`src/rtl/multi_countdown.sv`:
```
// -----------------------------------------------------------------------------
// multi_countdown
//
// Bank of NUM_CH independent countdown timers behind one start port and one
// abort port. A started channel is busy for exactly the requested number of
// cycles (clamped to MAX_AMOUNT), then raises a registered one-cycle done
// pulse. Periodic channels reload themselves and pulse done every period
// until they are aborted.
//
// Ports
//   CLK             clock
//   nRST            synchronous, active-low reset
//   start__ENA      start request
//   start_ch        channel to start
//   start_amount    requested count (clamped to MAX_AMOUNT, 0 = no-op)
//   start_periodic  1 = auto-reload mode
//   start__RDY      start accepted this cycle if start__ENA is high
//   abort__ENA      abort request (always ready)
//   abort_ch        channel to abort (out-of-range index ignored)
//   busy            per-channel counter != 0
//   busy__RDY       constant 1
//   done            per-channel registered expiry pulse
//   any_busy        OR of busy
// -----------------------------------------------------------------------------
module multi_countdown #(
    parameter int NUM_CH     = 4,
    parameter int WIDTH      = 16,
    parameter int MAX_AMOUNT = 22,
    parameter int CH_W       = (NUM_CH > 1) ? $clog2(NUM_CH) : 1
) (
    input  logic              CLK,
    input  logic              nRST,
    input  logic              start__ENA,
    input  logic [CH_W-1:0]   start_ch,
    input  logic [WIDTH-1:0]  start_amount,
    input  logic              start_periodic,
    output logic              start__RDY,
    input  logic              abort__ENA,
    input  logic [CH_W-1:0]   abort_ch,
    output logic [NUM_CH-1:0] busy,
    output logic              busy__RDY,
    output logic [NUM_CH-1:0] done,
    output logic              any_busy
);

    localparam logic [WIDTH-1:0] MAX_AMT_W = WIDTH'(MAX_AMOUNT);
    localparam logic [WIDTH-1:0] ONE_W     = WIDTH'(1);

    logic [WIDTH-1:0]  r_cnt    [NUM_CH];
    logic [WIDTH-1:0]  r_reload [NUM_CH];
    logic [NUM_CH-1:0] r_periodic;
    logic [NUM_CH-1:0] r_done;

    logic [NUM_CH-1:0] w_start_hit;
    logic [NUM_CH-1:0] w_abort_hit;
    logic [NUM_CH-1:0] w_idle;
    logic [WIDTH-1:0]  w_amt;
    logic              w_accept;

    // Clamp compares the full request, so any oversize value saturates.
    assign w_amt = (start_amount > MAX_AMT_W) ? MAX_AMT_W : start_amount;

    // Channel decode is one-hot and empty for an out-of-range index, so an
    // out-of-range start never reports ready and an out-of-range abort hits
    // nothing. Masking with ~w_abort_hit makes abort win on the same channel.
    assign start__RDY = |(w_start_hit & w_idle & ~w_abort_hit);
    assign w_accept   = start__ENA && start__RDY;

    assign busy      = ~w_idle;
    assign busy__RDY = 1'b1;
    assign done      = r_done;
    assign any_busy  = |busy;

    genvar gi;
    generate
        for (gi = 0; gi < NUM_CH; gi++) begin : g_ch
            assign w_start_hit[gi] = (start_ch == CH_W'(gi));
            assign w_abort_hit[gi] = abort__ENA && (abort_ch == CH_W'(gi));
            assign w_idle[gi]      = (r_cnt[gi] == '0);

            // A start can only land on an idle channel, so it never competes
            // with the count rule; only abort needs explicit priority.
            always_ff @(posedge CLK) begin
                if (!nRST) begin
                    r_cnt[gi]      <= '0;
                    r_reload[gi]   <= '0;
                    r_periodic[gi] <= 1'b0;
                    r_done[gi]     <= 1'b0;
                end else if (w_abort_hit[gi]) begin
                    r_cnt[gi]      <= '0;
                    r_periodic[gi] <= 1'b0;
                    r_done[gi]     <= 1'b0;
                end else if (w_accept && w_start_hit[gi] && (w_amt != '0)) begin
                    r_cnt[gi]      <= w_amt;
                    r_reload[gi]   <= w_amt;
                    r_periodic[gi] <= start_periodic;
                    r_done[gi]     <= 1'b0;
                end else if (r_cnt[gi] > ONE_W) begin
                    r_cnt[gi]  <= r_cnt[gi] - ONE_W;
                    r_done[gi] <= 1'b0;
                end else if (r_cnt[gi] == ONE_W) begin
                    r_cnt[gi]  <= r_periodic[gi] ? r_reload[gi] : '0;
                    r_done[gi] <= 1'b1;
                end else begin
                    r_done[gi] <= 1'b0;
                end
            end
        end
    endgenerate

`ifdef FORMAL
    generate
        for (gi = 0; gi < NUM_CH; gi++) begin : g_formal
            always @(posedge CLK) begin
                assert (r_cnt[gi] <= MAX_AMT_W);
                if (r_done[gi])
                    assert ($past(r_cnt[gi]) == ONE_W);
                if ($past(w_abort_hit[gi]))
                    assert (r_cnt[gi] == '0);
                if (busy[gi] && w_start_hit[gi])
                    assert (!start__RDY);
            end
        end
    endgenerate
`endif

endmodule

```
`config.mk`:
```
export PLATFORM = sky130hd
export DESIGN_NAME = multi_countdown
export DESIGN_NICKNAME = d
export VERILOG_FILES = /design/src/rtl/multi_countdown.sv
export SDC_FILE = /design/constraint.sdc
export NUM_CORES = 1
export LEC_CHECK = 0
export ABC_AREA = 1
export BUFFER_PORTS_ARGS = -buffer_cell sky130_fd_sc_hd__buf_2
export CAP_MARGIN = 5
export CELL_PAD_IN_SITES_DETAIL_PLACEMENT = 0
export CELL_PAD_IN_SITES_GLOBAL_PLACEMENT = 1
export CORE_ASPECT_RATIO = 1.1
export CORE_UTILIZATION = 35
export CTS_CLUSTER_SIZE = 14
export DETAILED_ROUTE_END_ITERATION = 7
export HOLD_SLACK_MARGIN = 0.15
export PLACE_DENSITY_LB_ADDON = 0.12
export SLEW_MARGIN = 20
export SYNTH_ARGS = -nofsm -noshare
export SYNTH_HDL_FRONTEND = slang
export SYNTH_SLANG_ARGS = --single-unit
```
`constraint.sdc`:
```
create_clock -name CLK -period 3.2 [get_ports CLK]
set_input_delay 0.96 -clock CLK [delete_from_list [all_inputs] [get_ports CLK]]
set_output_delay 0.96 -clock CLK [all_outputs]
set_load 0.01 [all_outputs]
```
==> flow_summary.ini <==
[outcome]
status = finished, final reports clean

[floorplanning]
die_w_um = 141
start_util_pct = 36.1
die_h_um = 155
die_area_mm2 = 0.0219
rows = 55
core_area_mm2 = 0.0207
io_pins = 36

[sta]
period_share_pct = 97.5
timing.fmax_ghz = 0.321
hold_ws_ps = 572
setup_ws_ps = 80.8
finalHoldViolations = 0
slew_violations = 0
relSlewSlack_pct = 61.5
finClkSkew_ps = 11.5
fin_crit_ps = 3120
setup_viol = 0
tightest_slew_ps = 577

[logic_synthesis]
syn_area_mm2 = 0.00747
synth_edf_count = 128
synth.avg_cell_area_um2 = 9.38
ys_top_cells_by_area = edfxtp_1 (51%), nand2_1 (9.2%), inv_1 (4.8%)
synth_top_area_share_pct = 51.5
synth.distinct_cells = 43
yosysSeqAreaShare_pct = 53.6
yosysWarnings = 0
syn_inst = 796
synthFlopType = edfxtp_1
async_flop_share_pct = 0
synth_area_leader_cell = edfxtp_1
ys_seq_elements = 136

[detailed_routing]
dr.pass1.iters = 6
vias = 5578
avgViaCountPerCell = 4.63
routedWlPerCell_um = 14.2
drc = 0
drt_wl_total_um = 17100
initialDrtViolationCount = 362
postRouteAntennaNets = 0

[power]
powerDensity_mw_per_mm2 = 753
p_clk_share_pct = 31.5
p_sw_share_pct = 33.6
ir_worst_vdd_mv = 0.359
intPower_mw = 4.52
power_frac_comb_pct = 31.0
p_seq_share_pct = 37.5
power.switching_mw = 2.28
p_leak_nw = 3.93

[placement]
dpl_worst_slack_ps = 177
place.gp.congestion = 0.828
dp_hpwl_um = 12700
port_buffers = 34

[grt]
grt_max_degree = 18
grtUsageMet3_pct = 2.86
grt_pass1_vias = 5626
grt_pass1_wl_um = 28100
grt.met1_usage_pct = 21.0
antenna_found_initial = 0
grt-busiest-layer = met2
grt.total_usage_pct = 16.7
met2_usage_pct = 28.5
grt-ovfl-total = 0

[worst_setup_path]
slowest_stage = or4_4
critPathTopFamily = simple AND/OR/NAND/NOR gates
startpoint = r_cnt[0][5]
max_stage_delay_ps = 570
path_cells = nor2_2 -> nand2_2 -> nor2_4 -> nand2_1 -> or4_4 -> buf_2
worst_setup_path_start_kind = flop
critPathMaxFanout = 4
path_buf_inv = 1
rr_startpoint = r_cnt[3][0]
crit_required_ps = 2240
worstPathArrival_ps = 2160
cp-end-kind = primary output
criticalPathCategory = reg -> out

[cells_and_area]
final_cell_mix = nand2_1 (183), edfxtp_1 (128), inv_1 (91), nor2_1 (62), nand3_1 (59)
final_util_pct = 43.6
areaGrowthSynthToFinish_pct = 20.8
layout-drive-gt1-share_pct = 18.7
layout_commonest_cell = nand2_1
n_antenna_cell = 0
finalNetCount = 945

[cts]
htreeDepth = 4
cts_buffer_depth = 2
cts_root_buf = clkbuf_16
cts_made_buffers = 17
cts_tree = built
clock_latency_ps = 420
clock-sinks = 136
clk_pin_slew_ps = 60

[worst_hold_path]
min_path_type = reg -> reg
hold_start = r_reload[0][4]

[flow_run]
cap_viol_max_count = 0
## final timing paths
path	slack (ps)	depth (start not counted)	end
max	80	6	any_busy
min	570	2	r_cnt[0][4]
max reg2reg	610	14	r_cnt[2][2]
min reg2reg	570	2	r_cnt[0][4]
## worst reg2reg max path, delay by kind of cell (launching register included)
kind                     cells  cell delay [ps]
flip-flops                   1              400
AND/OR/NAND/NOR             10             1130
buffers and inverters        3              590
adder cells (fa/ha/maj)      1              180
## state kept, by name (all words and copies together), names as in the netlist
signal,count
done,4
r_reload,64
r_periodic,4
r_cnt,64
## layout make-up
type,instances,area (um2)
fill,2060,11700
sequential,136,4000
multi-input combinational,588,3240
clock buffer,19,433
timing repair buffer,64,408
inverter,102,383
tap,285,357
clock inverter,12,201
## power by group through the flow
stage | combinational, mW | clock (mW) | sequential (mW)
after floorplan | 1.48 | 0 | 2.53
after global placement | 1.98 | 0 | 2.57
after detailed placement | 1.99 | 0 | 2.58
after CTS | 2.04 | 2.19 | 2.55
after global routing | 2.39 | 2.25 | 2.59
final | 2.11 | 2.14 | 2.55
## logic make-up after synthesis
group           Yosys count  synth area share [%]
compound gates           65                  5.24
xor+xnor                 41                  4.81
fa+ha+maj                11                  1.84
buf+inv                 115                  6.01
flops                   136                  53.6
other cells               2                 0.101
simple gates            426                  28.4
## stage by stage
step / power (mW) / TNS [ps] / std cells / area, um2
after floorplan: 4.01 / 0 / 839 / 7630
after global placement: 4.55 / 0 / 1167 / 8270
after detailed placement: 4.57 / 0 / 1167 / 8270
after CTS: 6.77 / 0 / 1198 / 8920
after global routing: 7.23 / -9.03 / 1206 / 9020
final: 6.80 / 0 / 1206 / 9020
## metal layers
metal  share of wire [%]  vias up
met4                 1.5        0
met2                  49       59
li1                    -     2882
met1                  47     2620
met5                   0        -
met3                 2.8       17
## repair_timing
action | 4_1_cts | 5_1_grt
resized for setup | 7 | 11
setup endpoints to repair | 1 | 1
buffers inserted | 0 | 8
gates cloned | 0 | 0
pin swaps | 0 | 4
hold buffers | 0 | 0
## Yosys cell counts, types with 2 or more instances
master	instances
nand2_2	4
nand3_2	6
nor2_1	66
nand4_1	40
ha_1	11
nand3b_1	6
inv_1	95
dfxtp_1	8
nand3_4	3
conb_1	2
buf_4	2
a21oi_1	3
o21ai_0	26
nand3_1	61
nor2_2	21
nor3_1	14
a21boi_0	2
o21ai_1	17
nor4_1	3
inv_2	7
xnor2_1	14
nand2_1	183
nor2_4	11
buf_2	2
xor2_1	27
edfxtp_1	128
clkbuf_1	8
o21a_1	2
o31ai_1	2
o21ai_2	9
(Power assumes the default switching activity.)
